==> src/rtl/cam_soc_sysid_regs.sv <==
// cam_soc_sysid_regs
// System-ID / build-info slave on the cam_soc Avalon-MM control bus.
// Provides constant ID/timestamp/user words, a 64-bit uptime counter with a
// coherent high-word snapshot, a byte-writable scratch register and a
// FREEZE/CLEAR control register. Reads have fixed, pipelined latency.
module cam_soc_sysid_regs #(
  parameter logic [31:0] ID_VALUE     = 32'h0000_0000,
  parameter logic [31:0] TIMESTAMP    = 32'd0,
  parameter logic [31:0] USER_WORD0   = 32'h0,
  parameter logic [31:0] USER_WORD1   = 32'h0,
  parameter int          READ_LATENCY = 1,
  parameter logic [31:0] SCRATCH_RST  = 32'h0
) (
  input  logic        clock,
  input  logic        reset,
  input  logic [2:0]  address,
  input  logic        read,
  input  logic        write,
  input  logic [31:0] writedata,
  input  logic [3:0]  byteenable,
  input  logic        count_en,
  output logic [31:0] readdata,
  output logic        readdatavalid
);

  localparam logic [2:0] A_ID      = 3'd0;
  localparam logic [2:0] A_TS      = 3'd1;
  localparam logic [2:0] A_UP_LO   = 3'd2;
  localparam logic [2:0] A_UP_HI   = 3'd3;
  localparam logic [2:0] A_SCRATCH = 3'd4;
  localparam logic [2:0] A_CTRL    = 3'd5;
  localparam logic [2:0] A_USER0   = 3'd6;
  localparam logic [2:0] A_USER1   = 3'd7;

  logic [63:0] r_uptime;
  logic [31:0] r_snap;
  logic [31:0] r_scratch;
  logic        r_freeze;

  // Read pipe: stage 1 captures the mux in the accept cycle, the last stage
  // drives the outputs. Data stages only load behind a valid so the output
  // holds its last returned word between reads.
  logic [READ_LATENCY:1]       r_vld_pipe;
  logic [READ_LATENCY:1][31:0] r_dat_pipe;

  logic [31:0] w_rd_mux;
  logic        w_ctrl_wr;
  logic        w_clear;
  logic        w_scr_wr;
  logic        w_snap_ld;

  // CTRL only lives in byte lane 0; a write without lane 0 does nothing to it.
  assign w_ctrl_wr = write && (address == A_CTRL) && byteenable[0];
  assign w_clear   = w_ctrl_wr && writedata[1];
  assign w_scr_wr  = write && (address == A_SCRATCH);
  assign w_snap_ld = read && (address == A_UP_LO);

  // Read data mux, evaluated on pre-edge register state.
  always_comb begin
    w_rd_mux = 32'h0;
    case (address)
      A_ID:      w_rd_mux = ID_VALUE;
      A_TS:      w_rd_mux = TIMESTAMP;
      A_UP_LO:   w_rd_mux = r_uptime[31:0];
      A_UP_HI:   w_rd_mux = r_snap;
      A_SCRATCH: w_rd_mux = r_scratch;
      A_CTRL:    w_rd_mux = {31'h0, r_freeze};
      A_USER0:   w_rd_mux = USER_WORD0;
      A_USER1:   w_rd_mux = USER_WORD1;
      default:   w_rd_mux = 32'h0;
    endcase
  end

  // Uptime counter: CLEAR wins over counting; FREEZE is the pre-write value.
  always_ff @(posedge clock) begin
    if (reset) begin
      r_uptime <= 64'h0;
    end else if (w_clear) begin
      r_uptime <= 64'h0;
    end else if (count_en && !r_freeze) begin
      r_uptime <= r_uptime + 64'd1;
    end
  end

  // High-word snapshot taken alongside every low-word read.
  always_ff @(posedge clock) begin
    if (reset) begin
      r_snap <= 32'h0;
    end else if (w_snap_ld) begin
      r_snap <= r_uptime[63:32];
    end
  end

  // FREEZE bit; CLEAR is a pulse and is not stored.
  always_ff @(posedge clock) begin
    if (reset) begin
      r_freeze <= 1'b0;
    end else if (w_ctrl_wr) begin
      r_freeze <= writedata[0];
    end
  end

  // Scratch register with per-byte write enables.
  always_ff @(posedge clock) begin
    if (reset) begin
      r_scratch <= SCRATCH_RST;
    end else if (w_scr_wr) begin
      for (int b = 0; b < 4; b++) begin
        if (byteenable[b]) r_scratch[8*b +: 8] <= writedata[8*b +: 8];
      end
    end
  end

  // Fixed-latency read pipe; reset flushes every in-flight read.
  always_ff @(posedge clock) begin
    if (reset) begin
      r_vld_pipe <= '0;
      r_dat_pipe <= '0;
    end else begin
      r_vld_pipe[1] <= read;
      if (read) r_dat_pipe[1] <= w_rd_mux;
      for (int k = 2; k <= READ_LATENCY; k++) begin
        r_vld_pipe[k] <= r_vld_pipe[k-1];
        if (r_vld_pipe[k-1]) r_dat_pipe[k] <= r_dat_pipe[k-1];
      end
    end
  end

  // A valid already in the last stage is suppressed while reset is high so
  // nothing is reported from the reset cycle onward.
  assign readdata      = r_dat_pipe[READ_LATENCY];
  assign readdatavalid = r_vld_pipe[READ_LATENCY] && !reset;

endmodule
==> config.mk <==
export PLATFORM = sky130hd
export DESIGN_NAME = cam_soc_sysid_regs
export DESIGN_NICKNAME = d
export VERILOG_FILES = /design/src/rtl/cam_soc_sysid_regs.sv
export SDC_FILE = /design/constraint.sdc
export NUM_CORES = 1
export LEC_CHECK = 0
export BUFFER_PORTS_ARGS = -buffer_cell sky130_fd_sc_hd__buf_4
export CAP_MARGIN = 5
export CORE_ASPECT_RATIO = 1.25
export CORE_UTILIZATION = 52
export CTS_CLUSTER_DIAMETER = 150
export DETAILED_ROUTE_END_ITERATION = 16
export HOLD_SLACK_MARGIN = 0.15
export PLACE_DENSITY = 0.72
export SLEW_MARGIN = 40
export SYNTH_ARGS = -nofsm -noshare
export SYNTH_HDL_FRONTEND = slang
export SYNTH_SLANG_ARGS = --single-unit
==> constraint.sdc <==
create_clock -name clock -period 3.3 [get_ports clock]
set_input_delay 0.495 -clock clock [delete_from_list [all_inputs] [get_ports clock]]
set_output_delay 0.495 -clock clock [all_outputs]
set_load 0.005 [all_outputs]
==> results of run 1 <==
==> layer usage <==
layer	GRT usage (%)	part of all wire, %
met3	4.79	3.3
met2	42.3	48
met5	0	0
met4	7.79	1.9
met1	33.6	47
==> worst reg2reg max path, delay by kind of cell, from the launching register on <==
| kind | cells | cell delay, ps |
|---|---|---|
| flip-flops | 1 | 410 |
| AND/OR/NAND/NOR | 4 | 2160 |
| AO/OA/AOI/OAI | 1 | 180 |
| adder cells (fa/ha/maj) | 1 | 210 |
==> power by group <==
part           leakage (nW)  internal [W]  switching (W)
logic                  1.51     0.0000977       0.000119
registers              1.31       0.00198      0.0000175
clock network         0.279       0.00106       0.000855
==> per-stage QoR <==
step / util (%) / setup WS (ps) / hold WS (ps)
floorplan: - / 805 / 436
global placement: 58.0 / 431 / 443
detailed placement: 58.0 / 313 / 449
CTS: 62.3 / 303 / 295
global route: 62.3 / 131 / 303
finish: 62.3 / 278 / 300
==> cells by family after synthesis <==
family	Yosys count
mux	65
compound gates	161
simple gates	352
fa+ha+maj	1
buf+inv	63
xor+xnor	31
flops	162
==> synthesized netlist by cell type, drive strengths merged, types with 5 or more instances <==
cell	n
nor2	137
nand4	20
or4	20
xnor2	20
mux2i	65
o21ai	16
and4	5
and3	10
nand3	28
a21oi	94
a211oi	31
o31ai	16
xor2	11
nor4	12
clkbuf	55
or3	18
nor3	5
nand2	84
dfxtp	162
==> placed cells by master (no fill, tap or decap), types with 2 or more instances in the layout <==
cell type and n:
a211oi_1 31, nand3_1 27, nor2_1 137, nor3_1 5, inv_6 5, nand4_1 19, nor3b_2 2, xor2_1 11
clkinv_4 2, clkbuf_16 17, nor2b_1 4, or4_1 20, nand2_1 84, inv_8 2, dfxtp_1 162, and3_1 10
inv_1 4, a21oi_1 94, and2_1 2, nor4_1 12, clkinvlp_4 2, mux2i_1 65, o31ai_1 16, or3_1 18
o21ai_0 16, xnor2_1 20, clkinv_2 3, and4_1 5, buf_4 87
==> path summary, 6_finish.rpt <==
kind,start,slack [ps],end
setup reg to reg,r_uptime[0],280,r_uptime[58]
hold / removal,writedata[7],300,r_scratch[7]
hold reg to reg,r_snap[21],460,r_snap[21]
setup / recovery,r_uptime[0],280,r_uptime[58]
==> flip-flops by register name, indices dropped and copies added (netlist names) <==
register and cells:
r_vld_pipe 1, r_snap 32, readdata 32, r_scratch 32, r_freeze 1, r_uptime 64
==> area by class of cell <==
| class | count | area (um^2) |
|---|---|---|
| Sequential cell | 162 | 3240 |
| Tap cell | 171 | 214 |
| Fill cell | 1153 | 4990 |
| Multi-Input combinational cell | 610 | 3550 |
| Clock inverter | 15 | 144 |
| Inverter | 4 | 15.0 |
| Timing Repair Buffer | 87 | 653 |
| Clock buffer | 17 | 425 |
==> flow_metrics.py, run 1 <==
metrics = {
    "die": {
        "dieArea_um2": 14000,
        "core_area_um2": 13200,
        "die_w_um": 106,
        "start_util_pct": 53.1,
        "die_h_um": 132,
        "io_pins": 77,
        "rows": 47,
    },
    "clock_tree": {
        "numCtsBuffers": 17,
        "clock_sinks": 162,
        "clockBufferDepth": 2,
        "cts_setup_buffers": 0,
        "clock_latency_ps": 430,
        "htree_levels": 4,
        "cts_tree": "built",
        "cts-resized-gates": 0,
        "ctsHoldBuffers": 0,
        "root_buffer": "clkbuf_16",
        "path_clk_slew_ps": 70,
    },
    "critical_path": {
        "cp_common_cell": "or4_1",
        "start_kind": "flip-flop",
        "path_buf_inv": 0,
        "cp_num_cells": 6,
        "crit_family": "simple AND/OR/NAND/NOR gates",
        "crit_arrival_ps": 3370,
        "worstSetupEndpointType": "flip-flop",
        "r2r_cells": 6,
        "path_cells": "ha_1 > nand3b_1 > or4_1 > or3_1 > or4_1 > a21oi_1",
        "critPathRequiredTime_ps": 3650,
        "cp_max_fo": 26,
        "criticalPathCategory": "reg -> reg",
        "slowest_delay_ps": 740,
        "worst_path_max_delay_cell": "or3_1",
    },
    "power": {
        "p_leak_nw": 3.10,
        "peakVddDrop_mv": 0.338,
        "total_power_w": 0.00413,
        "power.density_nw_per_um2": 501,
    },
    "sta": {
        "timing.slew.headroom_pct": 47.5,
        "tns_ps": 0,
        "max_freq_mhz": 331,
        "grt_setup_unrepaired": "false",
        "fin_skew_ps": 10.0,
        "setup_viol": 0,
        "finalHoldViolCount": 0,
        "finalCriticalPeriod_ps": 3020,
        "tightest_slew_ps": 787,
        "slew_viol_final": 0,
        "period_share_pct": 91.6,
    },
    "logic_synthesis": {
        "synth_edf_count": 0,
        "syn_area_um2": 7030,
        "synth_cells": 835,
        "synth_fa_ha_area_share_pct": 0.178,
        "yosysWarnings": 0,
        "synth_compound_area_share_pct": 13.3,
        "synth_top_area_share_pct": 46.1,
        "ys_seq_area_share_pct": 46.1,
        "synth_mux_area_share_pct": 9.25,
        "ys_top_cells_by_area": "dfxtp_1 46%, mux2i_1 9.3%, nor2_1 7.3%, a21oi_1 6.7%, nand2_1 4.5%",
        "synth-simple-area-share_pct": 23.7,
        "ys_ff_latch": 162,
        "synth_ff_type": "dfxtp_1",
        "yosys.area.top_type": "dfxtp_1",
        "syn_area_per_cell_um2": 8.42,
        "syn_nets": 880,
        "synth_top_family_by_area": "simple AND/OR/NAND/NOR gates",
        "synth-async-reset-ratio_pct": 0,
        "synth.distinct_cells": 37,
        "synth-xor-area-share_pct": 3.86,
    },
    "layout": {
        "synthToLayoutAreaGrowth_pct": 17.3,
        "final_cell_count_no_fill": 1066,
        "n_antenna_cell": 0,
        "fin_nets": 927,
        "drive_gt1_share_pct": 14.1,
        "postLayoutCellArea_um2": 8250,
    },
    "grt": {
        "antenna_found_initial": 0,
        "grt_pass1_vias": 5927,
        "grt_max_degree": 52,
        "grt_usage_pct": 25.5,
        "grt-ovfl-total": 0,
        "grt_pass1_wl_mm": 28.8,
    },
    "drt": {
        "dr.first_iter.drc_count": 554,
        "dr.pass1.iters": 6,
        "dr_total_vias": 6147,
        "wl_mm": 17.6,
        "avgViaCountPerCell": 5.77,
        "wl_per_cell_um": 16.5,
        "ant_nets": 0,
        "drc": 0,
    },
    "hold_path": {
        "holdPathStages": 3,
        "min_path_type": "in -> reg",
    },
    "outcome": {
        "status": "complete, no violations",
    },
    "placement": {
        "place_congestion": 0.842,
        "place_hpwl_mm": 12.0,
        "dp_cells": 1034,
        "placed_area_um2": 7680,
        "port_buffers": 76,
    },
    "flow_run": {
        "cap_violations": 0,
    },
}
No activity file was read; power rests on OpenSTA's default activity.
==> run 2: changes to the inputs <==
SETUP_SLACK_MARGIN = 0.5   (was not set)
==> flow_metrics.py, run 2 (synthesis gave the netlist of run 1 again) <==
metrics = {
    "clock_tree": {
        "clock_sinks": 162,
        "root_buffer": "clkbuf_16",
        "htree_levels": 4,
        "cts_tree": "built",
        "ctsHoldBuffers": 0,
        "numCtsBuffers": 17,
        "clock_latency_ps": 420,
        "clockBufferDepth": 2,
        "cts-resized-gates": 2,
        "path_clk_slew_ps": 70,
        "cts_setup_buffers": 0,
    },
    "die": {
        "core_area_um2": 13200,
        "io_pins": 77,
        "dieArea_um2": 14000,
        "die_w_um": 106,
        "start_util_pct": 53.1,
        "rows": 47,
        "die_h_um": 132,
    },
    "critical_path": {
        "worstSetupEndpointType": "flip-flop",
        "reg2reg_from": "r_freeze",
        "path_buf_inv": 1,
        "rrSetupSlack_ps": 630,
        "worst_path_max_delay_cell": "or4_1",
        "cp_num_cells": 6,
        "path_cells": "nand4b_1 > or4_1 > buf_4 > or4_1 > or3_1 > a21oi_1",
        "r2r_cells": 6,
        "crit_path_end": "r_uptime[61]",
        "crit_family": "simple AND/OR/NAND/NOR gates",
        "critPathRequiredTime_ps": 3650,
        "cp_max_fo": 12,
        "cp-startpoint": "r_freeze",
        "reg2reg_to": "r_uptime[61]",
        "cp_common_cell": "or4_1",
        "start_kind": "flip-flop",
        "crit_arrival_ps": 3020,
        "criticalPathCategory": "reg -> reg",
        "slowest_delay_ps": 630,
    },
    "layout": {
        "final_cell_count_no_fill": 1066,
        "drive_gt1_share_pct": 14.4,
        "seq_area_um2": 3240,
        "fin_nets": 927,
        "layout_common_cells": "162 x dfxtp_1, 137 x nor2_1, 94 x a21oi_1",
        "layout_commonest_cell": "dfxtp_1",
        "largest-register": "r_uptime",
        "multi_input_area_um2": 3560,
        "synthToLayoutAreaGrowth_pct": 17.5,
        "final.fill_count": 1151,
        "n_antenna_cell": 0,
        "largest_reg_flops": 64,
    },
    "sta": {
        "slew_viol_final": 0,
        "period_share_pct": 80.9,
        "tightest_slew_ps": 757,
        "fin_skew_ps": 9.97,
        "finalCriticalPeriod_ps": 2670,
        "finalHoldViolCount": 0,
        "setup_viol": 0,
        "tns_ps": 0,
        "max_freq_mhz": 375,
        "grt_setup_unrepaired": "true",
        "timing.slew.headroom_pct": 49.5,
    },
    "grt": {
        "grt_pass1_vias": 5927,
        "grt_usage_pct": 25.5,
        "antenna_found_initial": 0,
        "grt_max_degree": 52,
        "grt_pass1_wl_mm": 28.8,
        "grt-ovfl-total": 0,
    },
    "drt": {
        "avgViaCountPerCell": 5.75,
        "wl_per_cell_um": 16.4,
        "wl_mm": 17.5,
        "ant_nets": 0,
        "dr.first_iter.drc_count": 543,
        "dr_total_vias": 6134,
        "dr.pass1.iters": 5,
        "drc": 0,
    },
    "hold_path": {
        "min_path_type": "in -> reg",
        "hp-start": "writedata[7]",
    },
    "placement": {
        "port_buffers": 76,
        "place_congestion": 0.842,
        "dp_cells": 1034,
        "place_hpwl_mm": 12.0,
    },
    "outcome": {
        "status": "complete, no violations",
    },
    "flow_run": {
        "cap_violations": 0,
    },
    "power": {
        "peakVddDrop_mv": 0.335,
        "p_leak_nw": 3.11,
        "power.density_nw_per_um2": 499,
    },
}
==> run 2: cell count changes in the layout (fill, tap and decap cells not counted) <==
cell   before  now
or4_4       0    1
or3_4       0    2
or3_1      18   16
or4_1      20   19
==> run 2: area by class of cell <==
| type | count | share of cell area [%] |
|---|---|---|
| inverters | 4 | 0.182 |
| well taps | 171 | 2.59 |
| clock buffers | 17 | 5.15 |
| clock inverters | 15 | 1.74 |
| multi-input cells | 610 | 43.2 |
| flip-flops and latches | 162 | 39.3 |
| repair buffers | 87 | 7.91 |
==> run 2: routing by layer <==
metal	global-route usage, %	share of wire (%)
met4	7.79	1.6
met3	4.79	3.8
met2	42.3	48
met1	33.6	46
met5	0	0
==> run 2: power by group <==
group	internal [W]	leakage, nW	switching, W	total, W
logic	0.0000977	1.52	0.000119	0.000216
registers	0.00198	1.31	0.0000175	0.00200
clock network	0.00106	0.279	0.000848	0.00191
total	0.00314	3.11	0.000984	0.00412
==> run 2: tightest hold or removal path, stage by stage <==
cell	delay, ps
buf_4	70
mux2i_1	50
nor2_1	70
==> run 2: worst min path at each step <==
stage	end	slack, ps	cells after the start
2_1_floorplan	r_snap[10]	440	2
3_3_place_gp	r_snap[16]	440	2
3_5_place_dp	r_snap[14]	450	2
4_1_cts	r_scratch[6]	290	3
5_1_grt	r_scratch[24]	300	3
6_report	r_scratch[7]	300	3
==> run 2: stage by stage <==
step / utilization, % / hold WS [ps] / worst slack [ps] / instance area [um^2] / total power (W)
after floorplan: - / 436 / 805 / 7030 / 0.00216
after detailed placement: 58.0 / 449 / 313 / 7680 / 0.00226
after global placement: 58.0 / 443 / 431 / 7680 / 0.00225
after global routing: 62.4 / 303 / 499 / 8260 / 0.00426
after CTS: 62.4 / 295 / 533 / 8250 / 0.00415
final: 62.4 / 303 / 630 / 8260 / 0.00412
==> run 3: changes to the inputs <==
PLACE_DENSITY = 0.75   (was 0.72)
clock period = 2.3 ns   (was 3.3 ns; I/O delays follow)
==> flow_metrics.py, run 3 (synthesis gave the netlist of run 1 again) <==
metrics = {
    "outcome": {
        "status": "complete, but fails checks",
        "violations": "negative setup slack",
    },
    "critical_path": {
        "cp_max_fo": 5,
        "start_kind": "flip-flop",
        "worstSetupEndpointType": "flip-flop",
        "crit_arrival_ps": 2770,
        "critPathRequiredTime_ps": 2650,
        "criticalPathCategory": "reg -> reg",
    },
    "clock_tree": {
        "clock_sinks": 162,
        "root_buffer": "clkbuf_16",
        "clock_latency_ps": 430,
        "cts_tree": "built",
        "clockBufferDepth": 2,
        "htree_levels": 4,
        "path_clk_slew_ps": 70,
        "numCtsBuffers": 17,
    },
    "layout": {
        "synthToLayoutAreaGrowth_pct": 35.7,
        "largest_reg_flops": 64,
        "largest-register": "r_uptime",
        "fin_nets": 1005,
        "layout_common_cells": "144 x dfxtp_1, 139 x buf_4, 136 x nor2_1",
        "n_antenna_cell": 0,
        "drive_gt1_share_pct": 29.1,
        "multi_input_area_um2": 3960,
        "seq_area_um2": 3270,
        "layout_commonest_cell": "dfxtp_1",
        "fin_util_pct": 72.1,
        "final.fill_count": 938,
    },
    "power": {
        "seq_power_share_pct": 46.1,
        "peakVddDrop_mv": 0.495,
        "combinationalPowerShare_pct": 5.5,
        "p_leak_nw": 3.82,
        "intPower_w": 0.00475,
        "power_switching_w": 0.00147,
        "total_power_w": 0.00622,
        "clockPowerShare_pct": 48.4,
        "power.density_nw_per_um2": 652,
        "p_sw_share_pct": 23.6,
    },
    "drt": {
        "wl_mm": 20.1,
        "drc": 0,
        "wl_per_cell_um": 17.6,
        "dr_total_vias": 6700,
        "dr.pass1.iters": 5,
        "ant_nets": 0,
        "dr.first_iter.drc_count": 625,
        "avgViaCountPerCell": 5.86,
    },
    "grt": {
        "grt_pass1_wl_mm": 30.8,
        "grt_max_degree": 100,
        "antenna_found_initial": 0,
        "grt_pass1_vias": 6255,
        "grt-ovfl-total": 0,
        "grt_usage_pct": 27.3,
    },
    "sta": {
        "whs_ps": 153,
        "setup_viol": 17,
        "period_share_pct": 105,
        "timing.slew.headroom_pct": 50.3,
        "tightest_slew_ps": 745,
        "finalCriticalPeriod_ps": 2420,
        "postLayoutSetupSlackWorst_ps": -122,
        "grt_setup_unrepaired": "true",
        "slew_viol_final": 0,
        "max_freq_mhz": 413,
        "fin_skew_ps": 6.88,
        "finalHoldViolCount": 0,
    },
    "placement": {
        "post-place-ws_ps": -57.5,
        "place_congestion": 0.856,
        "port_buffers": 76,
        "place_hpwl_mm": 11.7,
    },
    "die": {
        "die_h_um": 132,
        "die_w_um": 106,
        "io_pins": 77,
        "rows": 47,
        "core_area_um2": 13200,
        "start_util_pct": 53.1,
        "dieArea_um2": 14000,
    },
    "flow_run": {
        "cap_violations": 0,
    },
    "hold_path": {
        "min_path_type": "in -> reg",
    },
}
==> run 3: cell count changes in the layout (fill, tap and decap cells not counted), sizes merged <==
cell / delta
buf: +70
bufinv: +2
clkbuf: +3
dlygate4sd3: +5
clkinvlp: -1
clkinv: -1
==> run 3: critical path, cell delays in order, from the launching register on <==
cell,delay [ps]
dfxtp_2,360
nand3_2,120
buf_6,140
or4_4,500
or3_4,400
clkbuf_16,180
or4_1,480
a21oi_1,170
==> run 3: area by class of cell <==
type,instances,area share [%]
inverter,4,0.157
sequential,162,34.3
multi-input combinational,610,41.5
clock inverter,15,2.07
clock buffer,17,4.46
tap,171,2.24
timing repair buffer,165,15.3
==> run 3: final timing paths <==
path | slack (ps) | from | cells after the start | endpoint
worst max register to register | -120 | r_uptime[9] | 7 | r_uptime[44]
worst max-delay path | -120 | r_uptime[9] | 7 | r_uptime[44]
worst min register to register | 450 | r_snap[16] | 2 | r_snap[16]
worst min-delay path | 150 | writedata[23] | 3 | r_scratch[23]
==> run 3: routing by layer <==
| metal | share of wire (%) | GRT usage, % | vias to the layer above |
|---|---|---|---|
| met5 | 0 | 0 | - |
| met4 | 2.5 | 8.72 | 0 |
| met3 | 5.5 | 4.75 | 50 |
| met2 | 49 | 45.6 | 260 |
| met1 | 43 | 35.6 | 3184 |
| li1 | - | - | 3206 |
==> run 3: power by group through the flow <==
stage	Sequential, W	Combinational (W)	Clock (W)
after floorplan	0.00293	0.000166	0
after global placement	0.00293	0.000320	0
after detailed placement	0.00293	0.000321	0
after CTS	0.00287	0.000337	0.00301
after global routing	0.00287	0.000369	0.00315
final	0.00287	0.000341	0.00301
==> run 3: per-stage QoR <==
stage	instance area (um^2)	TNS [ps]	instances
4_1_cts	9210	0	1132
3_3_place_gp	8160	-0.175	1082
2_1_floorplan	7170	-522	835
6_report	9540	-585	1144
5_1_grt	9540	-1300	1144
3_5_place_dp	8160	-187	1082
==> run 3: what timing repair did <==
item	4_1_cts	5_1_grt
hold endpoints to repair	5	0
cloned	3	3
setup endpoints to repair	44	49
hold buffers	5	0
buffers inserted	10	9
resized for setup	51	43
pin swaps	26	17
